`config.mk`:
```
export PLATFORM = sky130hd
export DESIGN_NAME = piece_bag_flat
export DESIGN_NICKNAME = d
export VERILOG_FILES = /design/src/rtl/piece_bag_if.sv /design/src/rtl/piece_bag.sv /design/src/flat_wrapper.sv
export SDC_FILE = /design/constraint.sdc
export NUM_CORES = 1
export LEC_CHECK = 0
export ABC_AREA = 1
export BUFFER_PORTS_ARGS = -buffer_cell sky130_fd_sc_hd__buf_4
export CAP_MARGIN = 10
export CORE_UTILIZATION = 57
export CTS_BUF_LIST = sky130_fd_sc_hd__clkbuf_8
export DETAILED_ROUTE_END_ITERATION = 16
export PLACE_DENSITY = 0.92
export SLEW_MARGIN = 25
export SYNTH_ARGS = -nofsm -noshare
export SYNTH_HDL_FRONTEND = slang
export SYNTH_SLANG_ARGS = --single-unit
export TNS_END_PERCENT = 10
```
`constraint.sdc`:
```
create_clock -name clk -period 3.5 [get_ports clk]
set_input_delay 0.35 -clock clk [delete_from_list [all_inputs] [get_ports clk]]
set_output_delay 0.35 -clock clk [all_outputs]
set_load 0.02 [all_outputs]
```
`src/rtl/piece_bag_if.sv`:
```
// Handshake bundle between the random source / spawn FSM and the piece bag.
interface piece_bag_if;
  logic [9:0] rnd;
  logic       req;
  logic [2:0] piece;
  logic       valid;
  logic       busy;
  logic [2:0] remaining;

  modport master (
    output rnd,
    output req,
    input  piece,
    input  valid,
    input  busy,
    input  remaining
  );

  modport slave (
    input  rnd,
    input  req,
    output piece,
    output valid,
    output busy,
    output remaining
  );
endinterface

```
`src/rtl/piece_bag.sv`:
```
// 7-bag tetromino generator: draws each piece once per bag using rejection
// sampling of the random word, with a lowest-free-piece fallback after
// MAXTRY rejected samples.
module piece_bag #(
  parameter int NPIECE = 7,
  parameter int MAXTRY = 7
) (
  input  logic         clk,
  input  logic         reset,
  piece_bag_if.slave   bag
);

  typedef enum logic [1:0] {
    IDLE = 2'd0,
    DRAW = 2'd1,
    DONE = 2'd2
  } state_t;

  localparam logic [NPIECE-1:0] FULL_MASK = {NPIECE{1'b1}};
  localparam logic [2:0]        MAXTRY_C  = 3'(MAXTRY);

  state_t            state_q, state_d;
  logic [NPIECE-1:0] mask_q, mask_d;
  logic [2:0]        try_q, try_d;
  logic [2:0]        piece_q, piece_d;

  logic [2:0]        cand_s;
  logic [NPIECE:0]   avail_s;
  logic              take_s;
  logic [2:0]        take_idx_s;
  logic [NPIECE-1:0] mask_clr_s;
  logic              unused_rnd_s;

  // Number of set bits in the availability mask.
  function automatic logic [2:0] popcount(input logic [NPIECE-1:0] m);
    logic [2:0] acc;
    acc = 3'd0;
    for (int i = 0; i < NPIECE; i++) begin
      acc = acc + {2'd0, m[i]};
    end
    return acc;
  endfunction

  // Index of the lowest set bit; the mask is never empty when this is used.
  function automatic logic [2:0] lowest_set(input logic [NPIECE-1:0] m);
    logic [2:0] idx;
    idx = 3'd0;
    for (int i = NPIECE - 1; i >= 0; i--) begin
      if (m[i]) begin
        idx = 3'(i);
      end
    end
    return idx;
  endfunction

  // Middle bits of the random word do not take part in the candidate.
  assign unused_rnd_s = &{1'b0, bag.rnd[6:3]};

  assign cand_s  = bag.rnd[2:0] ^ bag.rnd[9:7];
  // Extra always-zero top bit makes candidate code 7 read as unavailable.
  assign avail_s = {1'b0, mask_q};

  // State and datapath registers.
  always_ff @(posedge clk or posedge reset) begin
    if (reset) begin
      state_q <= IDLE;
      mask_q  <= FULL_MASK;
      try_q   <= 3'd0;
      piece_q <= 3'd0;
    end else begin
      state_q <= state_d;
      mask_q  <= mask_d;
      try_q   <= try_d;
      piece_q <= piece_d;
    end
  end

  // Next-state logic: accept, retry or fall back, then clear/refill the mask.
  always_comb begin
    state_d    = state_q;
    try_d      = try_q;
    piece_d    = piece_q;
    mask_d     = mask_q;
    take_s     = 1'b0;
    take_idx_s = 3'd0;
    mask_clr_s = mask_q;
    case (state_q)
      IDLE: begin
        if (bag.req) begin
          state_d = DRAW;
          try_d   = 3'd0;
        end else begin
          state_d = IDLE;
        end
      end
      DRAW: begin
        if (avail_s[cand_s]) begin
          take_s     = 1'b1;
          take_idx_s = cand_s;
        end else if (try_q < MAXTRY_C) begin
          try_d = try_q + 3'd1;
        end else begin
          take_s     = 1'b1;
          take_idx_s = lowest_set(mask_q);
        end
      end
      DONE: begin
        state_d = IDLE;
      end
      default: begin
        state_d = IDLE;
      end
    endcase

    if (take_s) begin
      piece_d    = take_idx_s;
      state_d    = DONE;
      mask_clr_s = mask_q & ~(NPIECE'(1) << take_idx_s);
      if (mask_clr_s == '0) begin
        mask_d = FULL_MASK;
      end else begin
        mask_d = mask_clr_s;
      end
    end else begin
      mask_d = mask_q;
    end
  end

  // Output decode from registered state, piece and mask.
  always_comb begin
    bag.piece     = piece_q;
    bag.valid     = (state_q == DONE);
    bag.busy      = (state_q != IDLE);
    bag.remaining = popcount(mask_q);
  end

endmodule

```
`src/flat_wrapper.sv`:
```
// flat-port wrapper written by rule: the top's interface ports become plain ports
module piece_bag_flat 
#(
  parameter int NPIECE = 7,
  parameter int MAXTRY = 7
)
  (clk, reset, bag_rnd, bag_req, bag_piece, bag_valid, bag_busy, bag_remaining);
  piece_bag_if bag_i ();
  input  logic clk;
  input  logic reset;
  input wire logic [$bits(bag_i.rnd)-1:0] bag_rnd;
  input wire logic [$bits(bag_i.req)-1:0] bag_req;
  output wire logic [$bits(bag_i.piece)-1:0] bag_piece;
  output wire logic [$bits(bag_i.valid)-1:0] bag_valid;
  output wire logic [$bits(bag_i.busy)-1:0] bag_busy;
  output wire logic [$bits(bag_i.remaining)-1:0] bag_remaining;
  assign bag_i.rnd = bag_rnd;
  assign bag_i.req = bag_req;
  assign bag_piece = bag_i.piece;
  assign bag_valid = bag_i.valid;
  assign bag_busy = bag_i.busy;
  assign bag_remaining = bag_i.remaining;
  piece_bag #(.NPIECE(NPIECE), .MAXTRY(MAXTRY)) u_core (.clk(clk), .reset(reset), .bag(bag_i));
endmodule
```
* Word-level counts from Yosys, hierarchy flattened
Index checks and enable logic that the tools add are counted.
Widths: inputs -> output; s select.
** Cells by class
- Equal/unequal tests :: 6
- Shifts and indexed selects :: 1
- $mul :: 0
- Reduce and logical (&&, ||, !) cells :: 5
- Mux-type cells :: 23
- Magnitude comparators :: 2
- Add/subtract/negate cells :: 7
- Bitwise gates (word level) :: 3
- Div/mod/pow operators :: 0
** Operators by type and width (number)
- $mux 3 :: 13
- $add 3x1->3 :: 5
- $and 7x7->7 :: 1
- $logic_not 7->1 :: 1
- $mux 7 :: 1
- $not 7->7 :: 1
- $shl 1x3->7 const A :: 1
- $pmux 3 s2 :: 1
- $mux 1 :: 5
- $lt 3x4->1 const B :: 1
- $ne 2x1->1 const B :: 2
- $ne 2x2->1 const B :: 2
- $pmux 2 s2 :: 1
- $reduce_and 4->1 :: 1
- $reduce_bool 2->1 :: 2
- $add 3x1->3 const B :: 1
- $bmux 1 s3 :: 1
- $lt 3x3->1 const B :: 1
- $xor 3x3->3 :: 1
- $add 1x1->2 :: 1
- $eq 2x1->1 const B :: 1
- $eq 2x2->1 const B :: 1
- $logic_not 2->1 :: 1
- $mux 2 :: 1
** Storage, ports and cells
- Output and inout bits :: 8
- Word-level logic and storage cells :: 51
- Memories :: 0
- Latch bits :: 0
- Input port bits :: 13
- RAM bits :: 0
- Register bits :: 15
- Memory bits (read-only) :: 0

* Logic depth before layout (Yosys ltp)
- Depth after elaboration :: 15
- Depth in mapped cells :: 17
- Gate-level depth less buffers :: 17

* Worst setup path after synthesis
Ideal clock, no wire load.
- Path kind :: register -> output
- Start point :: register u_core.mask_q[0]
- End point :: output bag_remaining[2]
- Buffers on the path :: 0
- Data required time :: 3150 ps
- Data arrival time :: 2717 ps
- Slack :: 433 ps
- Stages on the path, launching flop included :: 10
- Cells stage by stage :: dfstp_2 -> ha_1 -> inv_1 -> fa_1 -> fa_1 -> inv_1 -> ha_1 -> inv_1 -> fa_1 -> xnor2_1
** Between the ends
- Cells in the longest elaborated chain, start to end :: 6
** Ends and longest elaborated chain
- start, declared :: line piece_bag.sv:23 : logic [NPIECE-1:0] mask_q, mask_d;
- start signal, assigned :: line piece_bag.sv:72 : mask_q <= mask_d;
- $add 1x1->2 :: line piece_bag.sv:39 : acc = acc + {2'd0, m[i]};
- $add 3x1->3 (5 in series) :: line piece_bag.sv:39
- end, declared :: line flat_wrapper.sv:16 : output wire logic [$bits(bag_i.remaining)-1:0] bag_remaining;
No other way between the ends.

* Final worst setup path
- Start point :: register u_core.mask_q[0]
- End point :: output bag_remaining[1]
The elaborated chain is that of the path after synthesis.

==> out/metrics.csv <==
stage,metric,value,unit
clock_tree,deepest clock path buffer count,2,
floorplan,Core ar.,1800,µm²
sta,slew margin rel.,0.632,
setup_path,"Max FO, Critical Path",5,
yosys,Mean Syn Cell Area,7.95,µm²
yosys,Ys Warns,0,
sta,Worst-Margin Slew,0.551,ns
yosys,Area contributors post-synth,"dfrtp_1, dfstp_2, nand2_1",
yosys,Synth Register Bits,15,
clock_tree,PostCTS Resize Cnt,0,
clock_tree,buffers inserted by post-CTS timing repair,0,
global_route,grt ovf,0,
pwr,Leak Pwr,0.727,nW
route,Vias,993,
yosys,Synth Cell Area,1140,µm²
yosys,largest area contributor in the netlist,dfrtp_1,
global_route,global-route wire length before repair,3680,µm
yosys,combinational family with the most area after synthesis,simple AND/OR/NAND/NOR gates,
yosys,Post-synth ARST share,1.00,
run_status,status,"finished, final reports clean",
final_layout,Sequential cell area,384,µm²
setup_path,Worst Path Arrival,3.03,ns
global_route,vias in the first global route,954,
run,Max Cap Viol,0,
setup_path,R2R Path End,u_core.mask_q[2],
placed_design,port bufs,16,
floorplan,Initial Util,0.635,
sta,final hold viol count,0,
pwr,PD cells,1120,nW/µm²
route,first-pass iteration count of the detailed router,4,
setup_path,CP required,3.15,ns
yosys,Main synth FF type,dfrtp_1,
sta,Post-Route Setup TNS,0,ns
yosys,area share of xor/xnor cells in the synthesized design,0.0306,
floorplan,overall die width,46.8,µm
sta,Final min period,3.38,ns
yosys,Synth Area in Compound Gates,0.0754,
final_layout,Layout Utilization,0.744,
pwr,worst vdd ir,0.919,mV
yosys,post-synthesis sequential area ratio,0.336,
floorplan,Die ar.,2190,µm²
placed_design,hpwl dp,1970,µm
min_path,HP Class,input pin to asynchronous set/reset pin,
global_route,initial antenna violation count,0,
clock_tree,Clock Sinks,15,
clock_tree,H-tree depth,1,
sta,f_max,296,MHz
final_layout,filler instances,138,
route,WL final,2360,µm
clock_tree,Num CTS Buffers,3,
floorplan,Die Ht,46.8,µm
route,drt drc,0,
sta,clock skew,0.00315,ns
clock_tree,root cell of the clock tree,clkbuf_8,
final_layout,Post-layout nets,185,
setup_path,critical path class,flip-flop to primary output,
yosys,mux share of post-synthesis cell area,0,
setup_path,startpoint types,flip-flop,
yosys,share of the synthesized area in the top cell type,0.175,
yosys,post-synthesis adder-cell area fraction,0.0962,
sta,final worst-path cycle share,0.965,
yosys,synth cell count leaders,"nand2_1, inv_1, nand3_1",
setup_path,"reg-to-reg slack, setup",1.58,ns
clock_tree,clock latency on the worst-skew pair,0.24,ns
global_route,All-Layer GR Usage,0.235,
yosys,"EDFF count, synth",0,
final_layout,multi-input logic area,652,µm²
setup_path,Reg2Reg Depth,12,
setup_path,CP endpoint kind,primary output,
yosys,Mapped Cells,144,
clock_tree,CTS tree,yes,
floorplan,# rows,15,
yosys,most common cell in the netlist,nand2_1,
sta,Final setup viols,0,
clock_tree,Clock transition at path regs,0.06,ns
final_layout,# diodes,0,
route,Via density,5.25,
yosys,Synth Area in Simple Gates,0.367,
route,DR WL/cell,12.5,µm
final_layout,P&R area growth vs syn,17.2,%
sta,max-slew violation count,0,
clock_tree,CTS Hold Bufs,0,
route,Routed Antenna Nets,0,
placed_design,placer congestion estimate,0.916,
route,Iter 0 DRT Violations,29,
final_layout,layout cell share with drive strength beyond 1,0.293,
global_route,largest net degree at the start of global routing,16,
yosys,syn nets,164,
yosys,post-synth cell types,25,
setup_path,worst r2r src,u_core.mask_q[5],
sta,RSZ-0062 raised after global routing,no,
floorplan,I/O pins,21,
==> power breakdown <==
group          total [W]  internal (W)  switching, W
sequential      0.000363      0.000284     0.0000784
combinational    0.00101      0.000399      0.000613
clock           0.000129     0.0000772     0.0000516
==> final cells by class <==
type / count / share of cell area
repair buffers: 16 / 0.0896
flip-flops and latches: 15 / 0.286
clock inverters: 1 / 0.00280
clock buffers: 3 / 0.0308
multi-input cells: 100 / 0.486
inverters: 29 / 0.0812
well taps: 25 / 0.0233
==> worst max-delay path: stages, from the launching register on <==
cell	delay, ns
dfstp_2	0.58
ha_1	0.25
inv_1	0.08
fa_1	0.41
fa_1	0.55
inv_1	0.05
ha_1	0.18
inv_1	0.07
fa_1	0.42
inv_1	0.08
buf_4	0.14
==> metal layers <==
| layer | vias to the layer above | global-route usage | routed length [µm] |
|---|---|---|---|
| met1 | 471 | 0.274 | 978 |
| met5 | - | 0 | 0 |
| met4 | 0 | 0.0971 | 13 |
| li1 | 489 | - | - |
| met3 | 2 | 0.0308 | 98 |
| met2 | 31 | 0.433 | 1270 |
==> registers in the layout, indices dropped and copies added, names as in the netlist <==
| register | flops |
|---|---|
| u_core.bag.piece | 3 |
| u_core.mask_q | 7 |
| u_core.state_q | 2 |
| u_core.try_q | 3 |
==> metrics by stage <==
step	setup slack [ns]	cell area (µm²)	power, W	hold slack (ns)	cells
floorplan	0.433	1140	0.00105	0.246	144
CTS	0.111	1340	0.00152	0.183	189
finish	0.122	1340	0.00150	0.165	189
global placement	0.468	1300	0.00130	0.420	185
global route	0.00303	1340	0.00163	0.215	189
detailed placement	0.372	1300	0.00138	0.433	185
==> worst max path at each step <==
stage                startpoint               end  slack, ns  depth (start not counted)
5_1_grt        u_core.mask_q[0]  bag_remaining[2]      0.003                         10
3_3_place_gp   u_core.mask_q[0]  bag_remaining[1]       0.47                         10
2_1_floorplan  u_core.mask_q[0]  bag_remaining[2]       0.43                          9
4_1_cts        u_core.mask_q[0]  bag_remaining[1]       0.11                         10
6_report       u_core.mask_q[0]  bag_remaining[1]       0.12                         10
3_5_place_dp   u_core.mask_q[0]  bag_remaining[1]       0.37                         10
==> layout by cell type (no fill, tap or decap), drive strengths merged <==
master and instances:
a21boi 1, nand3 23, nor2 11, dfstp 7, dfrtp 8, a21oi 3
nand4 1, inv 30, nand2 41, a211oi 1, ha 4, xor2 1
o21ai 6, clkbuf 3, fa 3, o31ai 1, buf 16, xnor2 3
o22ai 1
==> cells by family after synthesis <==
family / count (synthesis)
xor gates and xnor gates: 4
buffers and inverters: 29
and+or+nand+nor: 76
DFF: 15
AOI/OAI and AO/OA: 13
adders and majority gates: 7
(Power assumes the default switching activity.)
